[config.mk]
export PLATFORM = sky130hd
export DESIGN_NAME = data_memory_ctrl
export DESIGN_NICKNAME = d
export VERILOG_FILES = /design/src/rtl/data_memory_ctrl.sv
export SDC_FILE = /design/constraint.sdc
export NUM_CORES = 2
export LEC_CHECK = 0
export CORE_MARGIN = 3
export CORE_UTILIZATION = 45
export DETAILED_ROUTE_END_ITERATION = 10
export PLACE_DENSITY = 0.71
export SLEW_MARGIN = 20
export SYNTH_ARGS = -nofsm -noshare
export SYNTH_HDL_FRONTEND = slang
export SYNTH_SLANG_ARGS = --single-unit
export TNS_END_PERCENT = 50
[constraint.sdc]
create_clock -name clk -period 13.6 [get_ports clk]
set_input_delay 2.72 -clock clk [delete_from_list [all_inputs] [get_ports clk]]
set_output_delay 2.72 -clock clk [all_outputs]
set_load 0.01 [all_outputs]
[src/rtl/data_memory_ctrl.sv]
// data_memory_ctrl: single-port data memory behind a valid/ready request
// port, with per-byte write enables, a one-cycle registered read response,
// out-of-range detection and a zeroing sweep after reset or on clr.
// Optional feature macro: DMEM_PARITY_EN (per-byte even parity plus a
// parity_inject port for forcing parity errors on writes).
module data_memory_ctrl #(
   parameter int DATA_W = 8,
   parameter int ADDR_W = 8,
   parameter int DEPTH  = 256
) (
   input  logic                clk,
   input  logic                rst_n,
   input  logic                clr,
   input  logic                req_valid,
   output logic                req_ready,
   input  logic                req_we,
   input  logic [ADDR_W-1:0]   req_addr,
   input  logic [DATA_W-1:0]   req_wdata,
   input  logic [DATA_W/8-1:0] req_be,
`ifdef DMEM_PARITY_EN
   input  logic                parity_inject,
`endif
   output logic                rsp_valid,
   output logic [DATA_W-1:0]   rsp_rdata,
   output logic                rsp_err,
   output logic                init_busy
);

   localparam int NB    = DATA_W / 8;
   localparam int IDX_W = (DEPTH > 1) ? $clog2(DEPTH) : 1;
   localparam logic [ADDR_W:0]  DepthExt = (ADDR_W + 1)'(DEPTH);
   localparam logic [IDX_W-1:0] LastIdx  = IDX_W'(DEPTH - 1);

   typedef enum logic {INIT, IDLE} state_t;

   state_t            state_q, state_d;
   logic [IDX_W-1:0]  sweepCnt_q, sweepCnt_d;
   logic              rspValid_q;
   logic [DATA_W-1:0] rspRdata_q;
   logic              rspErr_q;
   logic              initBusy_q;

   logic [DATA_W-1:0] mem_q [DEPTH];
`ifdef DMEM_PARITY_EN
   logic [NB-1:0]     par_q [DEPTH];
   logic              parityErr;
`endif

   logic              accept;
   logic              inRange;
   logic [IDX_W-1:0]  memIdx;
   logic              sweepWe;
   logic              rdHitErr;

   // Request is blocked during the sweep and whenever clr wins in IDLE.
   assign req_ready = (state_q == IDLE) && !clr;
   assign accept    = req_valid && req_ready;
   assign inRange   = ({1'b0, req_addr} < DepthExt);
   assign memIdx    = req_addr[IDX_W-1:0];
   assign sweepWe   = (state_q == INIT);

   // Next-state logic: sweep counter walks the array, clr restarts it.
   always_comb begin
      state_d    = state_q;
      sweepCnt_d = sweepCnt_q;
      case (state_q)
         INIT: begin
            if (sweepCnt_q == LastIdx) begin
               state_d    = IDLE;
               sweepCnt_d = '0;
            end else begin
               sweepCnt_d = sweepCnt_q + 1'b1;
            end
         end
         IDLE: begin
            if (clr) begin
               state_d    = INIT;
               sweepCnt_d = '0;
            end
         end
         default: begin
            state_d    = INIT;
            sweepCnt_d = '0;
         end
      endcase
   end

`ifdef DMEM_PARITY_EN
   // Any byte whose stored parity disagrees with its data flags an error.
   always_comb begin
      parityErr = 1'b0;
      for (int i = 0; i < NB; i++) begin
         if ((^mem_q[memIdx][8*i +: 8]) != par_q[memIdx][i]) begin
            parityErr = 1'b1;
         end
      end
   end
   assign rdHitErr = !inRange || parityErr;
`else
   assign rdHitErr = !inRange;
`endif

   // State, sweep counter and all registered outputs.
   always_ff @(posedge clk or negedge rst_n) begin
      if (!rst_n) begin
         state_q    <= INIT;
         sweepCnt_q <= '0;
         rspValid_q <= 1'b0;
         rspRdata_q <= '0;
         rspErr_q   <= 1'b0;
         initBusy_q <= 1'b1;
      end else begin
         state_q    <= state_d;
         sweepCnt_q <= sweepCnt_d;
         initBusy_q <= (state_d == INIT);
         rspValid_q <= accept && !req_we;
         rspRdata_q <= (accept && !req_we && inRange) ? mem_q[memIdx] : '0;
         if (accept && req_we) begin
            rspErr_q <= !inRange;
         end else if (accept) begin
            rspErr_q <= rdHitErr;
         end else begin
            rspErr_q <= 1'b0;
         end
      end
   end

   // Storage array: the sweep zeroes one word per cycle, otherwise an
   // in-range accepted write updates only the enabled bytes.
   always_ff @(posedge clk) begin
      if (sweepWe) begin
         mem_q[sweepCnt_q] <= '0;
`ifdef DMEM_PARITY_EN
         par_q[sweepCnt_q] <= '0;
`endif
      end else if (accept && req_we && inRange) begin
         for (int i = 0; i < NB; i++) begin
            if (req_be[i]) begin
               mem_q[memIdx][8*i +: 8] <= req_wdata[8*i +: 8];
`ifdef DMEM_PARITY_EN
               par_q[memIdx][i] <= (^req_wdata[8*i +: 8]) ^ parity_inject;
`endif
            end
         end
      end
   end

   assign rsp_valid = rspValid_q;
   assign rsp_rdata = rspRdata_q;
   assign rsp_err   = rspErr_q;
   assign init_busy = initBusy_q;

endmodule
**After elaboration in Yosys (flattened, before gate mapping)**

Memories as Yosys holds them, arrays and structs flattened.
Index checks and enable logic that the tools add are counted.

- Bits in registers: 19
- Latch bits: 0
- Memory bits (writable): 2048
- Bits in read-only memories: 0
- Output and inout bits: 12
- Logic and storage cells: 33
- Memories kept: 1

Memory list:

| memory | words | width | read ports | clocked after Yosys merged registers in | wr ports | RTL line | source |
|---|---|---|---|---|---|---|---|
| mem_q | 256 | 8 | 1 | 0 | 1 | 43 | `logic [DATA_W-1:0] mem_q [DEPTH];` |

- Add/sub/neg operators: 1
- $mul: 0
- Div/mod/pow operators: 0
- Order comparisons: 0
- Equality and inequality tests: 2
- Shifts and indexed selects: 0
- Muxes and demuxes: 15
- Bitwise logic cells: 2
- Reductions and logical operators: 7

Operator list:

| cell | count |
|---|---|
| 2-to-1 mux 8 bit | 5 |
| case mux 8 bit (2 select lines) | 1 |
| adder 8 x 1 -> 8 bit (second input constant) | 1 |
| == test 8 bit (second input constant) | 1 |
| 2-to-1 mux 1 bit | 8 |
| OR reduction 8 bit | 1 |
| logical AND 1 bit | 4 |
| logical NOT 1 bit | 2 |
| inequality test 2 bit (second input constant) | 1 |
| NOT 1 bit | 2 |
| case mux 1 bit (2 select lines) | 1 |

**Logic depth before layout (Yosys ltp)**

- Depth in word-level cells: 9
- Mapped depth: 12
- Mapped depth without buffers: 7

**Least setup slack after synthesis**

OpenSTA, ideal clock, no wires.

- Path kind: in2reg
- From: in clr
- To: mem mem_q[0][0] (data pin)
- Setup time: 0.869 ns
- Arrival time: 6.753 ns
- Slack: 5.977 ns
- Stages on the path: 5
- Buffers on the path: 2
- Cells stage by stage: nor2b_1 -> and4_1 -> buf_2 -> clkbuf_1 -> and2_1

- Longest elaborated chain between the ends: 9

RTL lines:

| element | RTL line | source |
|---|---|---|
| start, declared | 13 | `input logic clr,` |
| logical NOT 1 bit | 56 | `assign req_ready = (state_q == IDLE) && !clr;` |
| logical AND 1 bit | 56 |  |
| logical AND 1 bit | 57 | `assign accept = req_valid && req_ready;` |
| logical AND 1 bit | 136 | `end else if (accept && req_we && inRange) begin` |
| 2-to-1 mux 1 bit | 136 |  |
| 2-to-1 mux 1 bit | 131 | `if (sweepWe) begin` |
| 2-to-1 mux 1 bit (not written as such) | 139 | `mem_q[memIdx][8*i +: 8] <= req_wdata[8*i +: 8];` |
| OR reduction 8 bit (no source line) | n/a |  |
| 2-to-1 mux 8 bit (no source line) | n/a |  |
| end, declared | 43 |  |

No other way between the ends.

**Worst setup path in the final report**

- From: in clr
- To: out req_ready

- Longest elaborated chain between the ends: 2

RTL lines:

| element | RTL line | source |
|---|---|---|
| logical NOT 1 bit | 56 |  |
| logical AND 1 bit | 56 |  |
| end, declared | 15 | `output logic req_ready,` |

No other way between the ends.

==> impl_metrics.yaml <==
grt:
  grt_usage: 0.229
  grt.met1_usage: 0.305
  grt_pass1_wl_mm: 307
  grt_pass1_vias: 41700
  antenna_found_initial: 7
  grt_max_degree: 220
  grt_busiest_layer: "met2"
  met2_usage: 0.352
  use_met3: 0.0608
  gr-total-overflow: 0
critical_path:
  crit_path_start_kind: "input port"
  crit_top_cell: "clkdlybuf4s50_1"
  critPathMaxStageDelay_ns: 0.71
  worstPathArrival_ns: 4.51
  crit_type: "input port to output port"
  required_ns: 10.88
  r2r_cells: 6
  reg2reg_slack_ns: 8.48
  r2r-start: "state_q"
  path_cells: "clkdlybuf4s50_1 -> nor2b_1 -> clkdlybuf4s50_1"
  r2r-end: "mem_q[249][0]"
  cp-end-kind: "output port"
  slowest_stage: "clkdlybuf4s50_1"
  critPathMaxFanout: 11
placed_design:
  numPortBuffers: 32
  placed_area_sq_um: 83600
  place_congestion: 0.920
  detailed_place_hpwl_mm: 132
floorplan:
  ioPinCount: 34
  start_util: 0.455
  die_w_um: 431
  row_count: 155
  die_area_sq_um: 186000
  die-height_um: 431
  core_area_sq_um: 179000
sta:
  tightest_slew_ns: 1.24
  maxSlewHeadroom: 0.173
  setup_tns_ns: 0
  fin_crit_sh: 0.532
  final_max_slew_viol_count: 0
  rsz0062_at_grt: "no"
  fmax_ghz: 0.138
  timing.final.crit_period_ns: 7.23
  setup_viol: 0
  finalClockSkew_ns: 0.0724
  hold_viol_final: 0
hold_path:
  holdPathEnd: "sweepCnt_q[0]"
  hp-class: "flip-flop to flip-flop"
  min_from: "sweepCnt_q[0]"
  min_path_cells: 2
clock_tree:
  h-tree-depth: 4
  cts_resized: 0
  cts_inserted_buffers: 193
  cts_sinks: 2067
  cts_tree: "built"
  cts-root-buf: "clkbuf_16"
  clkLatencyLatePin_ns: 0.86
  clk_pin_slew_worst_paths_ns: 0.06
  postCtsHoldBufs: 0
  postCtsSetupRepairBufs: 0
  clockBufferDepth: 3
synth:
  synth_nets: 4118
  async_flop_share: 0.00919
  synth_seq_area_share: 0.762
  syn_inst: 4095
  avgSynthCellArea_sq_um: 19.9
  syn_area_sq_um: 81400
  ys_ff_latch: 2067
  yosysUniqueCellTypes: 68
  synth_edf_count: 2048
  ys.flop_type: "edfxtp_1"
  ys_warn_count: 0
power_and_ir_drop:
  clkPwrFrac: 0.407
  total_leakage_power_nw: 25.1
  p_switching_mw: 3.00
  power_frac_seq: 0.533
  p_int_mw: 10.2
  power.density_nw_per_um2: 147
  swShare: 0.226
  peakVddDrop_mv: 0.120
  combPwrFrac: 0.060
status:
  status: "finished, final reports clean"
routing:
  avgRoutedWirePerCell_um: 32.1
  drc_errors: 0
  route.vias.total: 42400
  drt-total-wl_mm: 214
  viasPerCell: 6.35
  drtAntennaViolNets: 0
  dr.pass1.iters: 6
  drt_iter0_markers: 6343
cells_and_area:
  final_area_sq_um: 89900
  multi_input_area_sq_um: 17600
  fin_nets: 4173
  fill_cells: 13900
  drive_gt1_frac: 0.173
  seq_area_sq_um: 62000
  final_common_cell: "edfxtp_1"
  area_growth_pct: 10.5
  layout_common_cells: "edfxtp_1, nor2_1, mux4_2"
run:
  drv_cap: 0
-- sequential cells by signal, summed over array words and instances (netlist names) --
| name | cells |
|---|---|
| mem_q | 2048 |
| rsp_valid | 1 |
| sweepCnt_q | 8 |
| init_busy | 1 |
| state_q | 1 |
| rsp_rdata | 8 |
-- worst max path at each step --
stage / start / end / slack [ns] / cells after the start
after floorplan: clr / mem_q[0][0] / 5.98 / 5
after global routing: clr / req_ready / 6.28 / 3
after CTS: clr / req_ready / 6.40 / 3
final: clr / req_ready / 6.37 / 3
after global placement: req_addr[2] / rsp_rdata[0] / 6.14 / 12
after detailed placement: clr / mem_q[249][4] / 6.06 / 7
-- worst max-delay path: cells and delay by family --
| kind | cells | cell delay (ns) |
|---|---|---|
| buf+inv | 2 | 1.18 |
| simple gates | 1 | 0.61 |
-- power groups by stage --
stage	Sequential, mW	Combinational (mW)	Clock (mW)
after floorplan	7.17	0.465	0
after global placement	7.19	0.763	0
after detailed placement	7.19	0.769	0
after CTS	7.06	0.771	5.43
after global routing	7.06	0.807	5.67
final	7.06	0.792	5.38
-- kinds of logic after synthesis --
| kind of cell | Yosys count | synth area share |
|---|---|---|
| simple gates | 652 | 0.0363 |
| mux | 664 | 0.140 |
| compound gates | 454 | 0.0389 |
| other cells | 1 | 0.0000461 |
| buf+inv | 256 | 0.0228 |
| flops | 2067 | 0.762 |
| fa+ha+maj | 1 | 0.000154 |
-- area by class of cell --
| cell class | count | share of cell area |
|---|---|---|
| timing repair buffer | 109 | 0.0114 |
| inverter | 7 | 0.000292 |
| sequential | 2067 | 0.689 |
| antenna | 6 | 0.000167 |
| clock inverter | 121 | 0.0146 |
| multi-input combinational | 1772 | 0.196 |
| tap | 2355 | 0.0328 |
| clock buffer | 230 | 0.0556 |
-- metrics by stage --
step                hold WS [ns]  std cells  worst slack, ns  power [mW]   util
floorplan                  0.514       4095             5.98        7.63      -
global placement           0.692       6309             6.14        7.95  0.467
detailed placement         0.713       6309             6.06        7.96  0.467
CTS                        0.723       6660             6.40        13.3  0.502
global route               0.740       6661             6.28        13.5  0.502
finish                     0.721       6667             6.37        13.2  0.502
-- cells in the mapped netlist, types with 6 or more instances --
cell type,instances,area (sq um)
edfxtp_1,2048,61500
nor2_1,337,1260
mux4_2,330,7430
mux2i_1,292,2920
clkbuf_1,91,342
o22ai_1,90,563
o221ai_1,87,762
a22oi_1,86,646
nand2_1,76,285
a21oi_1,66,330
nand3_1,59,295
o21ai_0,52,260
nor3_1,50,250
buf_2,44,220
mux4_1,38,998
buf_6,27,304
nand4_1,25,156
buf_4,23,173
buf_1,22,82.6
nand2b_1,21,131
buf_12,20,400
dfrtp_1,18,450
or2_2,17,106
buf_8,13,195
nor4_1,13,81.3
a31oi_1,12,75.1
a211oi_1,11,82.6
and2_1,10,62.6
a22o_1,8,70.1
clkbuf_8,7,96.3
nor3b_1,7,52.6
o31ai_1,7,52.6
or3_1,7,43.8
inv_1,6,22.5
nand3b_1,6,45.0
nor2b_1,6,37.5
o21ai_1,6,30.0
-- layer usage --
| metal | wire length [um] | part of all wire | vias to the layer above |
|---|---|---|---|
| met5 | 13 | 0.000061 | - |
| met4 | 12200 | 0.057 | 2 |
| met3 | 23500 | 0.11 | 540 |
| met2 | 99300 | 0.46 | 2633 |
| met1 | 79000 | 0.37 | 22100 |
| li1 | - | - | 17000 |
No activity file was read; power rests on OpenSTA's default activity.
